===== config.mk =====
export PLATFORM = sky130hd
export DESIGN_NAME = ifu_mem_req_ctrl
export DESIGN_NICKNAME = d
export VERILOG_FILES = /design/src/rtl/ifu_mem_req_ctrl.sv
export SDC_FILE = /design/constraint.sdc
export NUM_CORES = 1
export LEC_CHECK = 0
export BUFFER_PORTS_ARGS = -buffer_cell sky130_fd_sc_hd__buf_4
export CORE_AREA = 4 4 158 160
export CTS_CLUSTER_DIAMETER = 100
export CTS_CLUSTER_SIZE = 10
export DETAILED_ROUTE_END_ITERATION = 6
export DIE_AREA = 0 0 162 164
export PLACE_DENSITY = 0.62
export SKIP_CTS_REPAIR_TIMING = 1
export SYNTH_ARGS = -nofsm -noshare
export SYNTH_HDL_FRONTEND = slang
export SYNTH_SLANG_ARGS = --single-unit

===== constraint.sdc =====
create_clock -name Clock -period 3.6 [get_ports Clock]
set_input_delay 0.72 -clock Clock [delete_from_list [all_inputs] [get_ports Clock]]
set_output_delay 0.72 -clock Clock [all_outputs]
set_load 0.02 [all_outputs]

===== src/rtl/ifu_mem_req_ctrl.sv =====
// Single-outstanding IFU miss/prefetch request controller: arbitrates demand vs prefetch,
// issues one tag to memory, matches the returning line and emits a one-cycle fill.
// Optional fill/timeout statistics counters are enabled by defining IFU_MEM_REQ_CTRL_STATS_EN.
module ifu_mem_req_ctrl #(
    parameter int TAG_WIDTH      = 28,
    parameter int LINE_WIDTH     = 128,
    parameter int TIMEOUT_CYCLES = 64
) (
    input  logic                  Clock,
    input  logic                  Rst,
    input  logic                  dem_reqValidIn,
    input  logic [TAG_WIDTH-1:0]  dem_reqTagIn,
    input  logic                  pf_reqValidIn,
    input  logic [TAG_WIDTH-1:0]  pf_reqTagIn,
    output logic                  pf_reqReadyOut,
    output logic                  mem_reqValidOut,
    output logic [TAG_WIDTH-1:0]  mem_reqTagOut,
    input  logic                  mem_reqReadyIn,
    input  logic                  mem_rspValidIn,
    input  logic [TAG_WIDTH-1:0]  mem_rspTagIn,
    input  logic [LINE_WIDTH-1:0] mem_rspInsLineIn,
    output logic                  fill_validOut,
    output logic [TAG_WIDTH-1:0]  fill_tagOut,
    output logic [LINE_WIDTH-1:0] fill_lineOut,
    output logic                  fill_isPrefetchOut,
    output logic                  busyOut,
`ifdef IFU_MEM_REQ_CTRL_STATS_EN
    output logic [15:0]           stat_demFillsOut,
    output logic [15:0]           stat_pfFillsOut,
    output logic [15:0]           stat_timeoutsOut,
`endif
    output logic                  timeoutOut
);

    localparam int TW = $clog2(TIMEOUT_CYCLES);

    typedef enum logic [1:0] {IDLE, REQ, WAIT, FILL} state_t;

    state_t                state_q, state_d;
    logic [TAG_WIDTH-1:0]  tag_q, tag_d;
    logic [LINE_WIDTH-1:0] line_q, line_d;
    logic                  isPf_q, isPf_d;
    logic [TW-1:0]         timer_q, timer_d;
    logic                  rsp_hit, promote;

    always_ff @(posedge Clock) begin
        if (Rst) begin
            state_q <= IDLE;
            tag_q   <= '0;
            line_q  <= '0;
            isPf_q  <= 1'b0;
            timer_q <= '0;
        end else begin
            state_q <= state_d;
            tag_q   <= tag_d;
            line_q  <= line_d;
            isPf_q  <= isPf_d;
            timer_q <= timer_d;
        end
    end

    always_comb begin
        state_d            = state_q;
        tag_d              = tag_q;
        line_d             = line_q;
        isPf_d             = isPf_q;
        timer_d            = timer_q;
        pf_reqReadyOut     = 1'b0;
        mem_reqValidOut    = 1'b0;
        mem_reqTagOut      = '0;
        fill_validOut      = 1'b0;
        fill_tagOut        = '0;
        fill_lineOut       = '0;
        fill_isPrefetchOut = 1'b0;
        timeoutOut         = 1'b0;
        rsp_hit            = mem_rspValidIn && (mem_rspTagIn == tag_q);
        // A demand for the line already being prefetched turns it into a demand fill.
        promote            = isPf_q && dem_reqValidIn && (dem_reqTagIn == tag_q);

        case (state_q)
            IDLE: begin
                if (dem_reqValidIn) begin
                    tag_d   = dem_reqTagIn;
                    isPf_d  = 1'b0;
                    state_d = REQ;
                end else if (pf_reqValidIn) begin
                    pf_reqReadyOut = !Rst;
                    tag_d          = pf_reqTagIn;
                    isPf_d         = 1'b1;
                    state_d        = REQ;
                end
            end
            REQ: begin
                mem_reqValidOut = 1'b1;
                mem_reqTagOut   = tag_q;
                if (promote) isPf_d = 1'b0;
                if (mem_reqReadyIn) begin
                    state_d = WAIT;
                    timer_d = '0;
                end
            end
            WAIT: begin
                if (promote) isPf_d = 1'b0;
                if (rsp_hit) begin
                    line_d  = mem_rspInsLineIn;
                    state_d = FILL;
                    timer_d = '0;
                end else if (timer_q == TW'(TIMEOUT_CYCLES - 1)) begin
                    timeoutOut = 1'b1;
                    state_d    = REQ;
                    timer_d    = '0;
                end else begin
                    timer_d = timer_q + 1'b1;
                end
            end
            FILL: begin
                fill_validOut      = 1'b1;
                fill_tagOut        = tag_q;
                fill_lineOut       = line_q;
                fill_isPrefetchOut = isPf_q;
                state_d            = IDLE;
            end
            default: state_d = IDLE;
        endcase
    end

    assign busyOut = (state_q != IDLE);

`ifdef IFU_MEM_REQ_CTRL_STATS_EN
    logic [15:0] dem_cnt_q, pf_cnt_q, to_cnt_q;

    always_ff @(posedge Clock) begin
        if (Rst) begin
            dem_cnt_q <= '0;
            pf_cnt_q  <= '0;
            to_cnt_q  <= '0;
        end else begin
            if (fill_validOut && !fill_isPrefetchOut && dem_cnt_q != 16'hFFFF)
                dem_cnt_q <= dem_cnt_q + 16'd1;
            if (fill_validOut && fill_isPrefetchOut && pf_cnt_q != 16'hFFFF)
                pf_cnt_q <= pf_cnt_q + 16'd1;
            if (timeoutOut && to_cnt_q != 16'hFFFF)
                to_cnt_q <= to_cnt_q + 16'd1;
        end
    end

    assign stat_demFillsOut = dem_cnt_q;
    assign stat_pfFillsOut  = pf_cnt_q;
    assign stat_timeoutsOut = to_cnt_q;
`endif

endmodule


==> impl_metrics.yaml, run 1 <==
worst_setup_path:
  worstPathArrival_ns: 2.36
  critPathMaxStageDelay_ns: 0.56
  cp_max_fo: 5
  cp-end-kind: "output port"
  worstSetupStartpointType: "flip-flop"
  path_cells: "xnor2_1 -> nand4_1 -> nor4_2 -> a21oi_1 -> nor2b_1 -> buf_4"
  path_class: "flip-flop to output port"
  critPathTopFamily: "simple AND/OR/NAND/NOR gates"
  cp_num_buf_inv: 1
  worstPathRequired_ns: 2.88
  crit_slowest_cell: "nor4_2"
global_route:
  grt_overflow_total: 0
  track_usage: 0.193
  grt_max_degree: 166
  grt_pass1_vias: 7066
  grt_pass1_wl_um: 40500
  antenna_found_initial: 0
clocking:
  clkLatencyLatePin_ns: 0.43
  cts.path.max_buffers: 2
  h-tree-depth: 4
  clkSinkCount: 165
  clockRootBuffer: "clkbuf_16"
  cts_tree: "done"
  numCtsBuffers: 17
  clk_pin_slew_worst_paths_ns: 0.07
sta:
  hold_viol_final: 0
  drv_slew: 0
  finalCritPeriodShare: 0.856
  setup_viol: 0
  finalSetupTns_ns: 0
  fmax_ghz: 0.325
  worstMarginPinSlew_ns: 1.10
  slew_headroom: 0.270
  skew_ns: 0.0142
  min_period_ns: 3.08
  grt_setup_unrepaired: "no"
floorplan:
  die_y_um: 164
  fp-row-count: 56
  die_x_um: 162
  initial_core_util: 0.349
  io_pins: 408
  dieArea_um2: 26600
  core_area_um2: 23400
finish:
  antennaDiodeCount: 0
  finalNonFillerCells: 1598
  drive_gt1_frac: 0.356
  final_nets: 1489
  syn_to_final_growth_pct: 46.9
logic_synthesis:
  synthCells: 895
  yosysWarningCount: 0
  synth_area_leader_cell: "dfxtp_1"
  syn-mean-instance-area_um2: 9.12
  synth-edff-count: 0
  synthesis.area_um2: 8160
  synthArstFlopShare: 0
  ys_ff_latch: 165
  ys.flop_type: "dfxtp_1"
  synth.top_cell.area_share: 0.405
  ys_seq_area_frac: 0.405
  synthTopCellsByArea: "dfxtp_1 40%, mux2i_1 19%, and2_1 14%"
  syn-num-nets: 1118
  yosys.cell_types.count: 29
routing:
  wl_um: 26700
  drcViolationCount: 0
  num_vias: 7324
  vias_per_cell: 4.58
  first_pass_iters: 4
  drt_iter0_drc: 430
  ant_nets: 0
  wire_per_inst_um: 16.7
status:
  status: "finished, final reports clean"
place:
  io_buffer_count: 407
  dp_cells: 1566
  gp_congestion: 0.832
  post-dp-hpwl_um: 19800
power:
  worst_ir_drop_vdd_v: 0.000278
  pwr_density_cell_nw_per_um2: 453
  p_leak_uw: 0.00635
min_path:
  hp-class: "flip-flop to flip-flop"
run:
  cap_violations: 0
## final timing paths
| check | depth (start not counted) | end | startpoint | slack, ns |
|---|---|---|---|---|
| max reg2reg | 7 | line_q[103]$_SDFFE_PP0P_ | tag_q[4]$_SDFFE_PP0P_ | 1.03 |
| min reg2reg | 2 | line_q[120]$_SDFFE_PP0P_ | line_q[120]$_SDFFE_PP0P_ | 0.48 |
| min | 2 | line_q[120]$_SDFFE_PP0P_ | line_q[120]$_SDFFE_PP0P_ | 0.48 |
| max | 6 | timeoutOut | tag_q[4]$_SDFFE_PP0P_ | 0.52 |
## power breakdown
| part | internal, µW | switching [µW] |
|---|---|---|
| combinational | 652 | 778 |
| sequential | 1960 | 244 |
| clock | 977 | 818 |
## cell type report
class | count | area (µm²)
clock buffers | 18 | 429
flip-flops and latches | 165 | 3300
fillers | 2317 | 11400
clock inverters | 14 | 141
multi-input cells | 661 | 4530
repair buffers | 417 | 3170
inverters | 4 | 15.0
well taps | 319 | 399
## Yosys cell counts (4+ instances only)
master and number:
and2_1 185, dfxtp_1 165, nor2_1 161, mux2i_1 157, clkbuf_1 48, xnor2_1 37
a211oi_1 28, xor2_1 19, buf_6 12, nand4_1 11, a21oi_1 9, nand2_1 9
nand3_1 8, nor3_1 6, ha_1 5, inv_1 4, nor2b_1 4, nor4_1 4
o21ai_0 4
## state kept, by name, indices dropped and copies added, names as in the netlist
name / cells
line_q: 128
tag_q: 28
timer_q: 6
state_q: 2
isPf_q: 1
## layout by cell type (no fill, tap or decap), types with 2 or more instances in the layout
| cell | n |
|---|---|
| dfxtp_1 | 165 |
| nor2b_1 | 4 |
| inv_8 | 3 |
| a211oi_1 | 28 |
| o21ai_0 | 4 |
| nand4_1 | 11 |
| nor3b_1 | 2 |
| inv_1 | 4 |
| xnor2_1 | 37 |
| a31oi_1 | 2 |
| nand3_1 | 7 |
| ha_1 | 4 |
| clkbuf_16 | 17 |
| nor3_1 | 6 |
| a21oi_1 | 9 |
| mux2i_1 | 157 |
| nor4_1 | 4 |
| buf_4 | 414 |
| or2_2 | 2 |
| clkinv_2 | 2 |
| nor4_2 | 2 |
| clkinvlp_4 | 2 |
| nand2_1 | 9 |
| nor2_1 | 160 |
| xor2_1 | 19 |
| and2_1 | 185 |
| buf_12 | 3 |
| a22oi_1 | 3 |
| inv_6 | 5 |
## through the flow
step           cell area (µm²)  setup slack [ns]  total power, µW   util  hold WS [ns]
2_1_floorplan             8160              1.07             3020      -         0.455
3_3_place_gp             11400             0.539             3660  0.488         0.465
3_5_place_dp             11400             0.523             3680  0.488         0.475
4_1_cts                  12000             0.501             5490  0.512         0.491
5_1_grt                  12000             0.383             5720  0.512         0.506
6_report                 12000             0.520             5430  0.512         0.482
## logic make-up (layout without fill, tap and decap cells)
logic type	after synthesis	after routing	share of synthesized area
multiplexers	157	157	0.193
buffers and inverters	69	453	0.0437
AND/OR/NAND/NOR	394	394	0.250
XOR/XNOR	56	56	0.0601
AO/OA/AOI/OAI	49	49	0.0414
flip-flops	165	165	0.405
adder cells (fa/ha/maj)	5	5	0.00767
## worst register-to-register path, stage by stage, from the launching register on
cell	delay, ns
dfxtp_1	0.46
xnor2_1	0.19
nand4_1	0.18
nor4_2	0.56
nand3_4	0.15
buf_4	0.46
mux2i_1	0.38
nor2_1	0.06
## metal layers
metal	vias up	track usage	part of all wire
met4	0	0.0546	0.016
met5	-	0	0
met3	25	0.0524	0.067
li1	3704	-	-
met2	234	0.317	0.48
met1	3361	0.251	0.44
Power figures use the tool's default switching activity.
==> run 2, diff against run 1 <==
--- a/config.mk
+++ b/config.mk
@@ -11,7 +11,7 @@
 export CTS_CLUSTER_SIZE = 10
 export DETAILED_ROUTE_END_ITERATION = 6
 export DIE_AREA = 0 0 162 164
-export PLACE_DENSITY = 0.62
+export PLACE_DENSITY = 0.68
 export SKIP_CTS_REPAIR_TIMING = 1
 export SYNTH_ARGS = -nofsm -noshare
 export SYNTH_HDL_FRONTEND = slang
==> run 2 against run 1 <==
Combinational power about the same. Global-route usage down 0.26 points. Sequential share of layout area down 0.14 points. Design area up 0.51%. Fmax about the same. Critical path type unchanged. Critical endpoint unchanged.
==> impl_metrics.yaml, run 2 (synthesis gave the netlist of run 1 again) <==
global_route:
  grt_overflow_total: 0
  track_usage: 0.190
  grt_pass1_wl_um: 40000
  grt_max_degree: 166
  grt_pass1_vias: 7264
  antenna_found_initial: 0
sta:
  finalCritPeriodShare: 0.855
  worstMarginPinSlew_ns: 1.14
  setup_viol: 0
  fmax_ghz: 0.325
  grt_setup_unrepaired: "no"
  hold_viol_final: 0
  finalSetupTns_ns: 0
  slew_headroom: 0.241
  drv_slew: 0
  skew_ns: 0.0135
  timing.final.ws_setup_ns: 0.522
  min_period_ns: 3.08
finish:
  final_nets: 1488
  antennaDiodeCount: 0
  utilization: 0.515
  drive_gt1_frac: 0.355
  regMostFlops: "line_q"
  largest_reg_flops: 128
  finish.instance_area_um2: 12000
  top_regs: "line_q (128), tag_q (28), timer_q (6)"
  mostFrequentLayoutCell: "buf_4"
  syn_to_final_growth_pct: 47.7
  mostFrequentLayoutCells: "412 x buf_4, 185 x and2_1, 165 x dfxtp_1"
floorplan:
  fp-row-count: 56
  die_y_um: 164
  dieArea_um2: 26600
  io_pins: 408
  initial_core_util: 0.349
  die_x_um: 162
  core_area_um2: 23400
clocking:
  cts.path.max_buffers: 2
  h-tree-depth: 4
  cts_tree: "done"
  numCtsBuffers: 17
  clockRootBuffer: "clkbuf_16"
  clk_pin_slew_worst_paths_ns: 0.07
  clkSinkCount: 165
  clkLatencyLatePin_ns: 0.42
place:
  post-dp-hpwl_um: 19600
  gp_congestion: 0.895
  placed_cell_area_um2: 11400
  dp_slack_ns: 0.571
  io_buffer_count: 407
worst_setup_path:
  worstPathRequired_ns: 2.88
  path_cells: "xnor2_1 -> nand4_1 -> nor4_2 -> a21oi_1 -> nor2b_1 -> buf_4"
  path_class: "flip-flop to output port"
  critPathTopFamily: "simple AND/OR/NAND/NOR gates"
  worstSetupStartpointType: "flip-flop"
  cp_num_buf_inv: 1
  cp_max_fo: 5
  worstPathArrival_ns: 2.36
  cp-end-kind: "output port"
  critPathMaxStageDelay_ns: 0.52
  crit_slowest_cell: "nor4_2"
routing:
  routed.top_layer: "met4"
  vias_per_cell: 4.61
  drcViolationCount: 0
  wl_met3_um: 1900
  wl_met1_um: 11400
  wl_um: 26300
  first_pass_iters: 4
  met2WireLength_um: 12400
  drt_iter0_drc: 455
  ant_nets: 0
  num_vias: 7352
  wire_per_inst_um: 16.5
power:
  p_leak_uw: 0.00637
  worst_ir_drop_vdd_v: 0.000246
  pwr_density_cell_nw_per_um2: 467
status:
  status: "finished, final reports clean"
run:
  cap_violations: 0
min_path:
  hp-class: "flip-flop to flip-flop"
==> run 2: changes by cell type in the layout (fill, tap and decap cells not counted) <==
cell	previous run	this run
buf_12	3	4
buf_4	414	412
bufinv_16	1	4
clkinv_2	2	1
inv_6	5	3
inv_8	3	2
==> run 2: final timing paths <==
check                                start                        to  slack, ns  cells after the start
setup / recovery    tag_q[10]$_SDFFE_PP0P_                timeoutOut       0.52                      6
hold / removal    line_q[123]$_SDFFE_PP0P_  line_q[123]$_SDFFE_PP0P_       0.48                      2
setup reg to reg    tag_q[10]$_SDFFE_PP0P_   line_q[61]$_SDFFE_PP0P_       0.93                      7
hold reg to reg   line_q[123]$_SDFFE_PP0P_  line_q[123]$_SDFFE_PP0P_       0.48                      2
==> run 2: layout make-up <==
class	count	area, µm²
flip-flops and latches	165	3300
inverters	4	15.0
well taps	319	399
fillers	2276	11400
multi-input cells	661	4530
repair buffers	416	3170
clock buffers	18	429
clock inverters	13	198
==> run 2: metrics by stage <==
step | hold slack, ns | instances | total power, µW
after global placement | 0.465 | 1565 | 3680
after floorplan | 0.455 | 895 | 3020
after global routing | 0.504 | 1596 | 5910
after detailed placement | 0.474 | 1565 | 3690
after CTS | 0.491 | 1596 | 5680
final | 0.481 | 1596 | 5620
==> run 2: worst reg2reg max path, delay by kind of cell, from the launching register on <==
| kind | cells | cell delay, ns |
|---|---|---|
| xor gates and xnor gates | 1 | 0.34 |
| buffers and inverters | 1 | 0.23 |
| DFF | 1 | 0.37 |
| muxes | 1 | 0.71 |
| and+or+nand+nor | 4 | 0.88 |
==> run 2: per-layer routing <==
layer	global-route usage	vias up
li1	-	3695
met1	0.249	3367
met2	0.304	253
met3	0.0524	37
met4	0.0665	0
met5	0	-
==> run 2: power breakdown <==
part           leakage (µW)  switching (µW)  total [µW]  internal, µW
clock              0.000301             789        1960          1170
combinational       0.00473             796        1460           666
sequential          0.00134             236        2190          1960
total               0.00637            1820        5620          3800
